--- src/rtl/branch_pkg.sv ---
// Shared constants, FSM state and branch-decision helpers for branch_resolve_unit.
package branch_pkg;

    localparam int unsigned OPC_W = 6;
    localparam int unsigned IMM_W = 16;

    localparam logic [OPC_W-1:0] OP_BLT = 6'd1;
    localparam logic [OPC_W-1:0] OP_BEQ = 6'd4;
    localparam logic [OPC_W-1:0] OP_BNE = 6'd5;
    localparam logic [OPC_W-1:0] OP_BLE = 6'd6;
    localparam logic [OPC_W-1:0] OP_BGT = 6'd7;

    localparam logic [1:0] CTR_RESET = 2'b01;
    localparam logic [1:0] CTR_MAX   = 2'b11;
    localparam logic [1:0] CTR_MIN   = 2'b00;

    typedef enum logic [1:0] {
        IDLE,
        CMP,
        RESOLVE
    } state_t;

    typedef struct packed {
        logic eq;
        logic gt;
        logic lt;
    } cmp_flags_t;

    // True when the opcode belongs to the resolved branch set.
    function automatic logic op_is_branch(input logic [OPC_W-1:0] op);
        case (op)
            OP_BLT, OP_BEQ, OP_BNE, OP_BLE, OP_BGT: op_is_branch = 1'b1;
            default:                                op_is_branch = 1'b0;
        endcase
    endfunction

    // Taken condition for each branch opcode; non-branches never take.
    function automatic logic op_taken(input logic [OPC_W-1:0] op, input cmp_flags_t f);
        case (op)
            OP_BEQ:  op_taken = f.eq;
            OP_BNE:  op_taken = !f.eq;
            OP_BLE:  op_taken = !f.gt;
            OP_BGT:  op_taken = f.gt;
            OP_BLT:  op_taken = f.lt;
            default: op_taken = 1'b0;
        endcase
    endfunction

endpackage

--- src/rtl/branch_pred_table.sv ---
// Table of 2-bit saturating branch predictors with one read and one update port.
module branch_pred_table
    import branch_pkg::*;
#(
    parameter int unsigned DEPTH = 16,
    parameter int unsigned IDX_W = $clog2(DEPTH)
) (
    input  logic             clk,
    input  logic             reset,
    input  logic [IDX_W-1:0] rd_idx,
    output logic             rd_bit,
    input  logic             upd_en,
    input  logic [IDX_W-1:0] upd_idx,
    input  logic             upd_taken
);

    logic [1:0] ctr [DEPTH];

    // Prediction is the counter MSB.
    assign rd_bit = ctr[rd_idx][1];

    // Saturating increment on taken, decrement on not taken.
    always_ff @(posedge clk or posedge reset) begin
        if (reset) begin
            for (int i = 0; i < int'(DEPTH); i++) begin
                ctr[i] <= CTR_RESET;
            end
        end else if (upd_en) begin
            if (upd_taken && (ctr[upd_idx] != CTR_MAX)) begin
                ctr[upd_idx] <= ctr[upd_idx] + 2'd1;
            end else if (!upd_taken && (ctr[upd_idx] != CTR_MIN)) begin
                ctr[upd_idx] <= ctr[upd_idx] - 2'd1;
            end
        end
    end

endmodule

--- src/rtl/branch_resolve_unit.sv ---
// Branch resolve unit: compares operands, resolves the decision, computes the target
// and trains a 2-bit predictor. Fixed latency: accept in N, res_valid in N+2.
// Optional statistics counters are built when BRANCH_STATS_EN is defined.
module branch_resolve_unit
    import branch_pkg::*;
#(
    parameter int unsigned WIDTH      = 32,
    parameter int unsigned PC_WIDTH   = 32,
    parameter int unsigned PRED_DEPTH = 16,
    parameter bit          SIGNED_CMP = 1'b1
) (
    input  logic                clk,
    input  logic                reset,
    input  logic                req_valid,
    output logic                req_ready,
    input  logic [OPC_W-1:0]    opcode,
    input  logic [WIDTH-1:0]    op_a,
    input  logic [WIDTH-1:0]    op_b,
    input  logic [PC_WIDTH-1:0] pc,
    input  logic [IMM_W-1:0]    imm,
    input  logic                flush,
    output logic                res_valid,
    output logic                res_is_branch,
    output logic                res_taken,
    output logic                res_pred,
    output logic                res_mispred,
`ifdef BRANCH_STATS_EN
    output logic [31:0]         stat_branches,
    output logic [31:0]         stat_mispreds,
`endif
    output logic [PC_WIDTH-1:0] res_target
);

    localparam int unsigned IDX_W = $clog2(PRED_DEPTH);

    state_t                state_q, state_d;
    logic                  accept;
    logic                  resolve_en;
    logic [OPC_W-1:0]      opcode_q;
    logic [WIDTH-1:0]      a_q, b_q;
    logic [PC_WIDTH-1:0]   pc_q;
    logic [IMM_W-1:0]      imm_q;
    logic [IDX_W-1:0]      idx_q;
    logic                  pred_q;
    logic                  rd_bit;
    cmp_flags_t            flags_c;
    logic                  br_c, taken_c;
    logic [PC_WIDTH-1:0]   imm_ext_c, target_c;

    assign req_ready  = (state_q == IDLE);
    assign accept     = req_valid && req_ready;
    assign resolve_en = (state_q == RESOLVE) && !flush;
    assign res_valid  = resolve_en;

    // State register.
    always_ff @(posedge clk or posedge reset) begin
        if (reset) state_q <= IDLE;
        else       state_q <= state_d;
    end

    // Next-state logic; flush aborts only once the request is in flight.
    always_comb begin
        state_d = state_q;
        case (state_q)
            IDLE:    if (req_valid) state_d = CMP;
            CMP:     state_d = flush ? IDLE : RESOLVE;
            RESOLVE: state_d = IDLE;
            default: state_d = IDLE;
        endcase
    end

    // Request capture and prediction read at accept.
    always_ff @(posedge clk or posedge reset) begin
        if (reset) begin
            opcode_q <= '0;
            a_q      <= '0;
            b_q      <= '0;
            pc_q     <= '0;
            imm_q    <= '0;
            idx_q    <= '0;
            pred_q   <= 1'b0;
        end else if (accept) begin
            opcode_q <= opcode;
            a_q      <= op_a;
            b_q      <= op_b;
            pc_q     <= pc;
            imm_q    <= imm;
            idx_q    <= pc[IDX_W+1:2];
            pred_q   <= rd_bit;
        end
    end

    // Operand compare, decision and target for the latched request.
    always_comb begin
        flags_c    = '0;
        flags_c.eq = (a_q == b_q);
        if (SIGNED_CMP) begin
            flags_c.gt = ($signed(a_q) > $signed(b_q));
            flags_c.lt = ($signed(a_q) < $signed(b_q));
        end else begin
            flags_c.gt = (a_q > b_q);
            flags_c.lt = (a_q < b_q);
        end
        br_c      = op_is_branch(opcode_q);
        taken_c   = br_c && op_taken(opcode_q, flags_c);
        imm_ext_c = PC_WIDTH'($signed(imm_q));
        target_c  = pc_q + PC_WIDTH'(4) + (imm_ext_c << 2);
    end

    // Result registers load at the end of CMP and hold until the next result.
    always_ff @(posedge clk or posedge reset) begin
        if (reset) begin
            res_is_branch <= 1'b0;
            res_taken     <= 1'b0;
            res_pred      <= 1'b0;
            res_mispred   <= 1'b0;
            res_target    <= '0;
        end else if ((state_q == CMP) && !flush) begin
            res_is_branch <= br_c;
            res_taken     <= taken_c;
            res_pred      <= pred_q;
            res_mispred   <= br_c && (pred_q != taken_c);
            res_target    <= target_c;
        end
    end

    branch_pred_table #(
        .DEPTH (PRED_DEPTH),
        .IDX_W (IDX_W)
    ) u_table (
        .clk       (clk),
        .reset     (reset),
        .rd_idx    (pc[IDX_W+1:2]),
        .rd_bit    (rd_bit),
        .upd_en    (resolve_en && res_is_branch),
        .upd_idx   (idx_q),
        .upd_taken (res_taken)
    );

`ifdef BRANCH_STATS_EN
    // Branch and mispredict counters, advanced only by completed requests.
    always_ff @(posedge clk or posedge reset) begin
        if (reset) begin
            stat_branches <= '0;
            stat_mispreds <= '0;
        end else if (resolve_en) begin
            if (res_is_branch) stat_branches <= stat_branches + 32'd1;
            if (res_mispred)   stat_mispreds <= stat_mispreds + 32'd1;
        end
    end
`endif

endmodule

--- config.mk ---
export PLATFORM = sky130hd
export DESIGN_NAME = branch_resolve_unit
export DESIGN_NICKNAME = d
export VERILOG_FILES = /design/src/rtl/branch_pkg.sv /design/src/rtl/branch_pred_table.sv /design/src/rtl/branch_resolve_unit.sv
export SDC_FILE = /design/constraint.sdc
export NUM_CORES = 1
export LEC_CHECK = 0
export ABC_AREA = 0
export BUFFER_PORTS_ARGS = -buffer_cell sky130_fd_sc_hd__clkbuf_2
export CORE_AREA = 4 4 121 151
export CTS_CLUSTER_DIAMETER = 40
export DETAILED_ROUTE_END_ITERATION = 10
export DIE_AREA = 0 0 125 155
export GPL_TIMING_DRIVEN = 0
export PLACE_DENSITY = 0.85
export SYNTH_ARGS = -nofsm -noshare
export SYNTH_HDL_FRONTEND = slang
export SYNTH_SLANG_ARGS = --single-unit
export TNS_END_PERCENT = 10
--- constraint.sdc ---
create_clock -name clk -period 18.27 [get_ports clk]
set_clock_uncertainty 0.15 [all_clocks]
set_input_delay 3.654 -clock clk [delete_from_list [all_inputs] [get_ports clk]]
set_output_delay 3.654 -clock clk [all_outputs]
set_load 0.01 [all_outputs]
# After elaboration in Yosys (flattened, before gate mapping)
# Index checks and enable logic that the tools add are counted.
totals:
  inputBits: 122
  word_cells: 86
  regBits: 193
classes:
  n_mux: 17
  bitwise_logic: 2
  n_lt_le_gt_ge: 5
  add_sub_neg: 4
  n_reduce_logical: 18
  eq_ne: 11
op_table:
  columns: ["operator", "count"]
  rows:
  - ["$bwmux W32", 2]
  - ["$mux W32", 2]
  - ["$add A32 B3 Y32 const B", 1]
  - ["$add A32 B32 Y32", 1]
  - ["$eq A32 B32 Y1", 1]
  - ["$gt A32 B32 Y1", 1]
  - ["$lt A32 B32 Y1", 1]
  - ["$eq A6 B3 Y1 const B", 4]
  - ["$bmux W2 S4", 2]
  - ["$mux W2", 7]
  - ["$ge A5 B5 Y1 const B", 2]
  - ["$not A4 Y5", 2]
  - ["$logic_and A1 B1 Y1", 9]
  - ["$demux W2 S4", 1]
  - ["$eq A6 B1 Y1 const B", 1]
  - ["$lt A5 B1 Y1 const B", 1]
  - ["$pmux W1 S5", 1]
  - ["$reduce_or A5 Y1", 1]
  - ["$logic_not A1 Y1", 4]
  - ["$ne A2 B2 Y1 const B", 2]
  - ["$pmux W2 S2", 1]
  - ["$reduce_bool A2 Y1", 2]
  - ["$add A2 B1 Y2 const B", 1]
  - ["$eq A2 B1 Y1 const B", 1]
  - ["6 further kinds", 6]

# Longest topological paths before layout
depth:
  depth_word: 8
  mapped_depth: 17

# Hierarchy
# Synthesis repeated with hierarchy kept, for this count alone.
hier_totals:
  cells_unflattened: 901
  area_unflattened_um2: 10306.1
by_module_without_submodules:
  columns: ["mod", "seq_area_each_um2", "n_inst", "cells_each", "area_each_um2"]
  rows:
  - ["branch_resolve_unit", 3928.8, 1, 773, 8443.1]
  - ["branch_pred_table", 820.8, 1, 128, 1863.0]

# Worst setup path before layout
# OpenSTA, ideal clock, no wires.
synth_timing:
  kind: "input to output"
  start: "input port flush"
  end: "output port res_valid"
  arrival_time_ps: 4013
  path_slack_ps: 10453
  path_stages: 1
  required_ps: 14466
  cell_sequence: "nor3b_1"
synth_via:
  elab_chain_cells: 2
synth_lines:
  columns: ["item", "line", "source"]
  rows:
  - ["from (decl)", "branch_resolve_unit.sv:21", "input logic flush,"]
  - ["$logic_not A1 Y1", "branch_resolve_unit.sv:52", "assign resolve_en = (state_q == RESOLVE) && !flush;"]
  - ["$logic_and A1 B1 Y1", "branch_resolve_unit.sv:52", null]
  - ["to (decl)", "branch_resolve_unit.sv:22", "output logic res_valid,"]
# No other way between the ends.

# Worst setup path in the final report
# Ends and elaborated chain as after synthesis.

==> flow_metrics.py <==
metrics = {
    "critical_path": {
        "slowest_delay_ns": 0.49,
        "reg2reg_from": "pc_q[2]",
        "required_ns": 14.47,
        "crit_path_start_kind": "primary input",
        "worstPathMaxFanout": 2,
        "worstPathArrival_ns": 4.49,
        "crit_slowest_cell": "nor3b_1",
        "end_kind": "primary output",
        "path_class": "primary input to primary output",
        "reg2reg_depth": 13,
        "path_common_cell": "clkbuf_2",
        "regToRegSetupSlack_ns": 13.84,
        "r2r_end": "u_table.ctr[25]",
        "crit_chain": "clkbuf_2 > nor3b_1 > clkbuf_2",
    },
    "sta": {
        "worst_slack_ns": 9.97,
        "slew_headroom_pct": 54.5,
        "post-route-min-period_ns": 8.30,
        "worst_slew_pin_slew_ns": 0.682,
        "drv_slew": 0,
        "rsz0062_at_grt": "false",
        "max_freq_mhz": 121,
        "layout_worst_path_cycle_share_pct": 45.4,
        "tns_ns": 0,
        "hold_viol": 0,
        "setup_viol": 0,
    },
    "clock_network": {
        "tritoncts": "done",
        "cts_sinks": 189,
        "ctsResizeCount": 0,
        "root_buffer": "clkbuf_16",
        "clkSlewWorstSetupHoldPaths_ns": 0.07,
        "clk_path_buf_depth": 2,
        "cts_setup_buffers": 0,
        "numCtsBuffers": 17,
        "ctsHtreeMaxLevel": 4,
        "ctsHoldBuffers": 0,
        "clk_latency_ns": 0.43,
    },
    "global_route": {
        "antenna_found_initial": 0,
        "grt_pass1_wl_um": 36900,
        "grt_usage_pct": 23.7,
        "overflow": 0,
        "grt_pass1_vias": 7725,
        "grt_max_degree": 130,
    },
    "floorplanning": {
        "dieArea_mm2": 0.0194,
        "std_cell_rows": 53,
        "die_y_um": 155,
        "die_w_um": 125,
        "pin_count": 160,
        "start_util_pct": 59.0,
        "coreArea_mm2": 0.0168,
    },
    "routing": {
        "vias_per_cell": 5.68,
        "wl_per_cell_um": 17.3,
        "wirelength_um": 22400,
        "drt-pass1-iter-count": 6,
        "wl_met1_um": 8860,
        "drcViolationCount": 0,
        "final_antenna_net_count": 0,
        "first_iter_violations": 460,
        "wl_met3_um": 1080,
        "num_vias": 7359,
        "met2_length_um": 11800,
        "top_layer": "met4",
    },
    "yosys": {
        "synth_seq_cells": 189,
        "synth_cell_types": 54,
        "synth_warnings": 0,
        "syn_nets": 1098,
        "ys_async_sr_fraction_pct": 100,
        "synth-main-ff-cell": "dfrtp_1",
        "synthCells": 884,
        "avgSynthCellArea_um2": 11.2,
        "synth-edff-count": 0,
        "synth_top_cell_by_area": "dfrtp_1",
        "yosysTopAreaCellShare_pct": 43.5,
        "yosysSeqAreaShare_pct": 47.8,
        "synth_area_leaders": "dfrtp_1 44%, mux2_2 12%, ha_1 11%, dfstp_2 4.2%, o21ai_0 3.8%",
        "synth_area_mm2": 0.00994,
    },
    "status": {
        "status": "complete, no violations",
    },
    "worst_hold_path": {
        "min_path_cells": 2,
        "whs_endpoint": "res_target[0]",
        "worstHoldStart": "pc_q[0]",
        "hold_path_class": "flop to flop",
    },
    "pwr": {
        "irDropWorstVdd_v": 0.0000716,
        "leakage_uw": 0.00566,
        "p_per_area_mw_per_mm2": 126,
    },
    "place": {
        "dpl.hpwl_um": 17000,
        "gp_congestion": 0.896,
        "place_ws_ns": 10.04,
        "portBuffers": 158,
    },
    "layout": {
        "post-route-util_pct": 69.2,
        "drive_gt1_share_pct": 30.8,
        "num_antenna_cells": 0,
        "areaGrowthSynthToFinish_pct": 17.2,
        "nNetsFinal": 1276,
    },
    "flow_run": {
        "max_cap_viol_count": 0,
    },
}
[registers in the layout, indices dropped and copies added, names as in the netlist, 2 cells and up, named ones only]
| signal | cells |
|---|---|
| a_q | 32 |
| imm_q | 16 |
| res_target | 32 |
| state_q | 2 |
| b_q | 32 |
| pc_q | 32 |
| u_table.ctr | 16 |
| opcode_q | 6 |
[kinds of logic (layout without fill, tap and decap cells)]
kind of cell / after synthesis / in the layout / synth area share (%)
mux: 120 / 120 / 15.1
compound gates: 183 / 183 / 11.2
simple gates: 197 / 197 / 9.07
fa+ha+maj: 92 / 92 / 11.7
buf+inv: 77 / 268 / 2.91
flops: 189 / 189 / 47.8
xor+xnor: 26 / 26 / 2.29
[report_power, final]
| part | leakage (µW) | switching (µW) | total (µW) | internal (µW) |
|---|---|---|---|---|
| clock network | 0.000294 | 160 | 380 | 220 |
| logic | 0.00309 | 288 | 530 | 242 |
| registers | 0.00228 | 51.7 | 555 | 503 |
| total | 0.00566 | 499 | 1460 | 965 |
[worst max-delay path by stage]
stage / start / to / depth (start not counted)
after floorplan: reset / a_q[0] / 1
after global placement: reset / imm_q[9] / 2
after detailed placement: flush / res_valid / 3
after CTS: flush / res_valid / 3
after global routing: flush / res_valid / 3
final: flush / res_valid / 3
[critical path, delay by kind of cell]
family	cells	cell delay [ns]
buffers and inverters	2	0.35
and+or+nand+nor	1	0.49
[metrics by stage]
stage               hold WS (ns)  cells  area, µm²  power [µW]
CTS                        0.319   1295      11700        1470
finish                     0.315   1295      11700        1460
detailed placement         0.303   1263      11000        1080
global placement           0.297   1262      11000        1060
global route               0.339   1295      11700        1560
floorplan                  0.285    884       9940         930
[synth_stat cells (2+ instances only)]
cell type,n
dfstp_2,16
mux2i_1,2
xor2_1,14
ha_1,91
o21bai_1,4
and3_1,5
a21o_1,26
o21a_1,7
or4_1,3
o21ai_0,75
nand3_1,8
a21oi_2,3
nand2_1,96
nand4_1,7
nor2_1,39
buf_1,3
a21oi_1,37
or3_1,3
mux4_2,14
o21ai_1,2
a211oi_1,4
xnor2_1,12
mux2_2,104
a21boi_0,2
clkbuf_1,29
nor3_1,7
and4_1,2
o31ai_1,6
nand2b_1,4
nor2b_1,10
and2_1,3
o211a_1,2
inv_1,45
o2111ai_1,3
nand4b_1,3
dfrtp_1,173
o211ai_1,3
[cells in the final DEF (no fill, tap or decap), drive strengths merged, types with 4 or more instances in the layout]
master | netlist | final
a211oi | 4 | 4
a21o | 26 | 26
a21oi | 40 | 40
and2 | 4 | 4
and3 | 5 | 5
buf | 3 | 4
clkbuf | 29 | 206
clkinv | 0 | 5
dfrtp | 173 | 173
dfstp | 16 | 16
ha | 91 | 91
inv | 45 | 48
mux2 | 104 | 104
mux4 | 14 | 14
nand2 | 96 | 96
nand2b | 4 | 4
nand3 | 8 | 8
nand4 | 7 | 7
nor2 | 39 | 39
nor2b | 10 | 10
nor3 | 7 | 7
o21a | 7 | 7
o21ai | 77 | 77
o21bai | 4 | 4
o31ai | 6 | 6
xnor2 | 12 | 12
xor2 | 14 | 14
[final cells by class]
cell class / count / area (µm²)
clock buffers: 19 / 443
clock inverters: 13 / 164
plain buffers: 32 / 120
multi-input cells: 618 / 4910
well taps: 220 / 275
repair buffers: 159 / 818
fillers: 1247 / 5190
inverters: 45 / 176
flip-flops and latches: 189 / 4750
[layer usage]
| layer | GRT usage (%) | up-vias |
|---|---|---|
| li1 | - | 3503 |
| met1 | 27.5 | 3584 |
| met2 | 42.9 | 221 |
| met3 | 4.36 | 51 |
| met4 | 9.97 | 0 |
| met5 | 0 | - |
(Power assumes the default switching activity.)
